===== src/rtl/note_judge_pkg.sv =====
// note_judge_pkg: widths, song-end sentinel and judge states shared with the
// display string block so match_time means the same thing at both ends.
package note_judge_pkg;
  localparam int TIME_W = 16;
  localparam int FRET_W = 5;
  localparam int ADDR_W = 5;
  localparam logic [TIME_W-1:0] END_TIME = 16'hFFFF;
  typedef enum logic [1:0] {LOAD, ARMED, DONE} state_t;
endpackage


===== src/rtl/note_judge_sat_counter.sv =====
// sat_counter: up counter with synchronous clear that sticks at all-ones.
module sat_counter #(
  parameter int W = 8
) (
  input  logic         clk65,
  input  logic         reset,
  input  logic         inc,
  input  logic         clr,
  output logic [W-1:0] q
);
  always_ff @(posedge clk65)
    if (reset || clr) q <= '0;
    else if (inc && !(&q)) q <= q + W'(1);
endmodule


===== src/rtl/note_judge.sv =====
// note_judge: per-string note judge; walks the song memory from a head pointer,
// grades strums against the head note and emits match/miss pulses and counters.
module note_judge
  import note_judge_pkg::*;
#(
  parameter int WINDOW       = 10,
  parameter int NUM_NOTES    = 32,
  parameter int READ_LATENCY = 2,
  parameter logic [TIME_W-1:0] END_TIME = note_judge_pkg::END_TIME
) (
  input  logic              clk65,
  input  logic              reset,
  input  logic [TIME_W-1:0] song_time,
  input  logic              strum,
  input  logic [FRET_W-1:0] fret_in,
  output logic [ADDR_W-1:0] note_addr,
  input  logic [TIME_W-1:0] note_time,
  input  logic [FRET_W-1:0] note_fret,
  output logic              match_en,
  output logic [TIME_W-1:0] match_time,
  output logic              miss,
  output logic [9:0]        hit_count,
  output logic [9:0]        miss_count,
  output logic [7:0]        streak,
  output logic              done
);
  localparam int CW = $clog2(READ_LATENCY + 1);
  localparam logic [TIME_W:0] WIN = (TIME_W + 1)'(WINDOW);
  state_t state, state_n;
  logic [ADDR_W-1:0] head;
  logic [TIME_W-1:0] head_time;
  logic [FRET_W-1:0] head_fret;
  logic [CW-1:0] cnt;
  logic pend, load_done, try_now, good, hit, bad, late, expire, last;
  logic signed [TIME_W:0] diff;
  // 17-bit arithmetic keeps the window exact right up to 16'hFFFF
  assign diff = $signed({1'b0, song_time}) - $signed({1'b0, head_time});
  assign late = {1'b0, song_time} > ({1'b0, head_time} + WIN);
  assign good = diff <= $signed(WIN) && diff >= -$signed(WIN) && fret_in == head_fret;
  assign try_now = state == ARMED && (strum || pend);
  assign hit = try_now && good;
  assign bad = try_now && !good;
  assign expire = state == ARMED && !try_now && late;
  assign load_done = state == LOAD && cnt == CW'(READ_LATENCY);
  assign last = head == ADDR_W'(NUM_NOTES - 1);
  assign note_addr = head;
  assign done = state == DONE;
  always_comb begin
    state_n = state;
    if (state == LOAD) state_n = load_done ? (note_time == END_TIME ? DONE : ARMED) : LOAD;
    else if (hit || expire) state_n = last ? DONE : LOAD;
  end
  always_ff @(posedge clk65) begin
    if (reset) begin
      state      <= LOAD;
      head       <= '0;
      head_time  <= '0;
      head_fret  <= '0;
      cnt        <= '0;
      pend       <= 1'b0;
      match_en   <= 1'b0;
      match_time <= '0;
      miss       <= 1'b0;
    end else begin
      state    <= state_n;
      match_en <= hit;
      miss     <= bad || expire;
      // strums seen while the next note is still being fetched wait in pend
      pend     <= state == LOAD && (pend || strum);
      cnt      <= (state == LOAD && !load_done) ? cnt + CW'(1) : '0;
      if (hit) match_time <= head_time;
      if (load_done) begin
        head_time <= note_time;
        head_fret <= note_fret;
      end
      if ((hit || expire) && !last) head <= head + ADDR_W'(1);
    end
  end
  sat_counter #(.W(10)) u_hits (.clk65(clk65), .reset(reset), .inc(hit), .clr(1'b0), .q(hit_count));
  sat_counter #(.W(10)) u_misses (.clk65(clk65), .reset(reset), .inc(bad || expire), .clr(1'b0), .q(miss_count));
  sat_counter #(.W(8)) u_streak (.clk65(clk65), .reset(reset), .inc(hit), .clr(bad || expire), .q(streak));
endmodule

===== config.mk =====
export PLATFORM = sky130hd
export DESIGN_NAME = note_judge
export DESIGN_NICKNAME = d
export VERILOG_FILES = /design/src/rtl/note_judge_pkg.sv /design/src/rtl/note_judge_sat_counter.sv /design/src/rtl/note_judge.sv
export SDC_FILE = /design/constraint.sdc
export NUM_CORES = 1
export LEC_CHECK = 0
export ABC_AREA = 1
export CELL_PAD_IN_SITES_DETAIL_PLACEMENT = 1
export CELL_PAD_IN_SITES_GLOBAL_PLACEMENT = 1
export CORE_MARGIN = 10
export CORE_UTILIZATION = 49
export DETAILED_ROUTE_END_ITERATION = 8
export DONT_BUFFER_PORTS = 1
export HOLD_SLACK_MARGIN = 0.15
export PLACE_DENSITY = 0.92
export SLEW_MARGIN = 20
export SYNTH_ARGS = -nofsm -noshare
export SYNTH_HDL_FRONTEND = slang
export SYNTH_SLANG_ARGS = --single-unit

===== constraint.sdc =====
create_clock -name clk65 -period 7.45 [get_ports clk65]
set_input_delay 1.1175 -clock clk65 [delete_from_list [all_inputs] [get_ports clk65]]
set_output_delay 1.1175 -clock clk65 [all_outputs]
set_load 0.1 [all_outputs]

==> impl_results.md <==
- Post-synthesis register bit count: 77
- 1st-iter DRT viols: 323
- Vias in the first global route: 5496
- Die Wd: 123 um
- Main area contributors after synthesis: dfxtp_1 29%, nand2_1 13%, ha_1 9.1%, inv_1 7.9%, a21oi_1 7.6%
- Ant. Diodes: 0
- Setup TNS: 0 ns
- Final min period: 3.86 ns
- I/O Buffers: 0
- Gp weighted congestion: 0.919
- RSZ-0062 raised after global routing: no
- Hold Path Class: flop to flop
- Reg-to-reg endpoint: u_misses.q[4]
- Yosys warnings: 0
- Clock transition at path regs: 0.09 ns
- Synth cell types: 32
- Crit share post-route: 0.519
- DRC violations left: 0
- TritonRoute pass-1 iters: 5
- # Max-Cap Violations: 0
- Core region area: 10400 um2
- H-tree Lvls: 3
- Final nets: 860
- XOR/XNOR Fraction of Synth Area: 0.0669
- Synthesized area: 5240 um2
- Seq/Total Area, Yosys: 0.294
- Post-Layout Cell Count: ~900
- Std cell rows: 37
- Proportion of layout cells with a drive suffix above 1: 0.0423
- F_max: approximately 260 MHz
- Slew headroom: 0.231
- Mapped Nets: ~870
- # fillers: 1408
- R2r startpoint: head_time[1]
- Adder-Cell Fraction of Synth Area: 0.0946
- Most common cell after layout, fill and taps aside: nand2_1
- Power density cells: 273 nW/um2
- Total track usage: 0.218
- Synth Area in Simple Gates: 0.322
- Commonest non-fill, non-tap cells in the layout: 181 x nand2_1, 108 x inv_1, 79 x a21oi_1
- CTS hold repair buffers: 0
- Crit path kind: flop to flop
- Worst Setup End Kind: flop
- Maximum VDD drop: 0.000163 V
- Synth area leader: dfxtp_1
- Worst slew pin tran: 1.15 ns
- Syn Inst Count: slightly below 800
- DRT Wirelength: between 15000 and 20000 um
- Chip height: 123 um
- Initial antenna violation count: 0
- TritonCTS clock tree: done
- R2R depth: 22
- Hold Startpoint: cnt[0]
- Critical-path maximum fanout: 12
- Count of pins over their slew limit: 0
- # IOs: 97
- Endpoints failing setup: 0
- First-pass GRT wire length: 27000 um
- Clock Latency Late Sink: 0.35 ns
- Critical Path Start Type: flop
- Mux cell area share after synthesis: 0
- Clk root buf: clkbuf_8
- Req. time, crit path: 7.74 ns
- CTS-repair resized insts: 0
- Hpwl dp: 13000 um
- Hold path depth: 1
- Syn_area_per_cell: about 6.7 um2
- Reg2reg setup slack: 3.59 ns
- Die area: 15200 um2
- Initial Util: 0.505
- Top routing layer in use: met4
- Worst Hold End: cnt[0]
- Drt via density: roughly 5.7
- Inserted Clock Buffers: 9
- Final Hold Fails: 0
- Worst Path Arrival: between 4 and 5 ns
- Setup bufs post-CTS: 0
- Post-synthesis compound-gate area fraction: 0.125
- WL/cell: 18.1 um
- Largest net degree at the start of global routing: 53
- Clock Sinks: 77
- Leakage power: ~0.0024 uW
- Status: complete, no violations
- Pwr Total: around 1500 uW
- Layout Skew: between 0.01 and 0.015 ns
- DR vias: 5192
- Largest family of logic cells by synthesized area: simple AND/OR/NAND/NOR gates
- Synth top area share: 0.294
- Area Overhead vs Synth: 5.66%
- Metal2 WL: approximately 8000 um
- Dpl cells: 901
- Metal3 WL: 1410 um
- Met1 WL: approximately 6800 um
- Antenna Nets Post-Route: 0
- Grt ovf: 0
- Max Buffers Root-to-Sink: 2
==> power breakdown <==
part | internal (uW) | switching (uW)
Clock | 166 | 171
Combinational | 211 | 429
Sequential | 460 | 75.0
Total | 837 | 674
==> per-layer routing <==
metal	up-vias	GRT usage
li1	2539	-
met1	2475	0.253
met2	140	0.370
met3	38	0.0711
met4	0	0.0721
met5	-	0
==> metrics by stage <==
step	hold slack, ns	setup WS, ns	area (um2)	utilization
2_1_floorplan	0.392	4.15	5240	-
3_3_place_gp	0.399	3.50	5330	0.514
3_5_place_dp	0.407	3.24	5330	0.514
4_1_cts	0.424	3.63	5530	0.533
5_1_grt	0.449	3.12	5530	0.533
6_report	0.420	3.59	5530	0.533
==> registers in the layout, summed over array words and instances, names as in the netlist, 5 cells and up <==
name and flops:
u_streak.q 8, head_fret 5, head_time 16, match_time 16, u_hits.q 10, u_misses.q 10, note_addr 5
==> cells in the mapped netlist (all sizes together) <==
| cell | count |
|---|---|
| nor2 | 63 |
| xor2 | 35 |
| nor3 | 14 |
| nor4 | 6 |
| o211ai | 1 |
| dfxtp | 77 |
| fa | 1 |
| o22ai | 2 |
| a211oi | 1 |
| clkbuf | 16 |
| nand3b | 27 |
| nand2 | 186 |
| ha | 38 |
| nor3b | 2 |
| and2 | 3 |
| a21oi | 79 |
| o21ai | 44 |
| buf | 3 |
| inv | 113 |
| nand3 | 50 |
| or2 | 1 |
| nand4 | 16 |
| xnor2 | 5 |
| o21a | 1 |
==> logic make-up after synthesis <==
group | count (synthesis)
XOR/XNOR | 40
AO/OA/AOI/OAI | 128
buffers and inverters | 132
adder cells (fa/ha/maj) | 39
AND/OR/NAND/NOR | 368
flip-flops | 77
==> layout make-up <==
type                    count  area, um2  share of cell area
multi-input cells         575       3190               0.577
inverters                 113        424              0.0767
flip-flops and latches     77       1540               0.279
clock inverters             6       67.6              0.0122
clock buffers              10        138              0.0249
well taps                 136        170              0.0308
==> worst max-delay path, cell delays in order, from the launching register on <==
cell and delay (ns):
dfxtp_1 0.45, ha_1 0.22, o21ai_0 0.14, nor3_1 0.29, nand2_1 0.11, nor2_1 0.11
inv_1 0.08, nor2_1 0.10, inv_1 0.09, nor2_1 0.12, xor2_1 0.16, ha_1 0.29
nand2_1 0.09, nor2_1 0.05, a211oi_1 0.26, nor2_1 0.09, nor2_1 0.17, nand3_1 0.15
nand3_2 0.18, nand2_2 0.22, nand2_4 0.18, nand2_1 0.08, a21oi_1 0.16
==> worst max path at each step <==
stage,startpoint,to,slack (ns),depth (start not counted)
final,head_time[1],u_misses.q[4],3.59,22
after floorplan,song_time[0],u_misses.q[0],4.15,20
after global placement,song_time[0],note_addr[1],3.50,20
after global routing,head_time[1],u_misses.q[6],3.12,22
after CTS,song_time[0],note_addr[1],3.63,20
after detailed placement,song_time[0],note_addr[1],3.24,20
(Power assumes the default switching activity.)
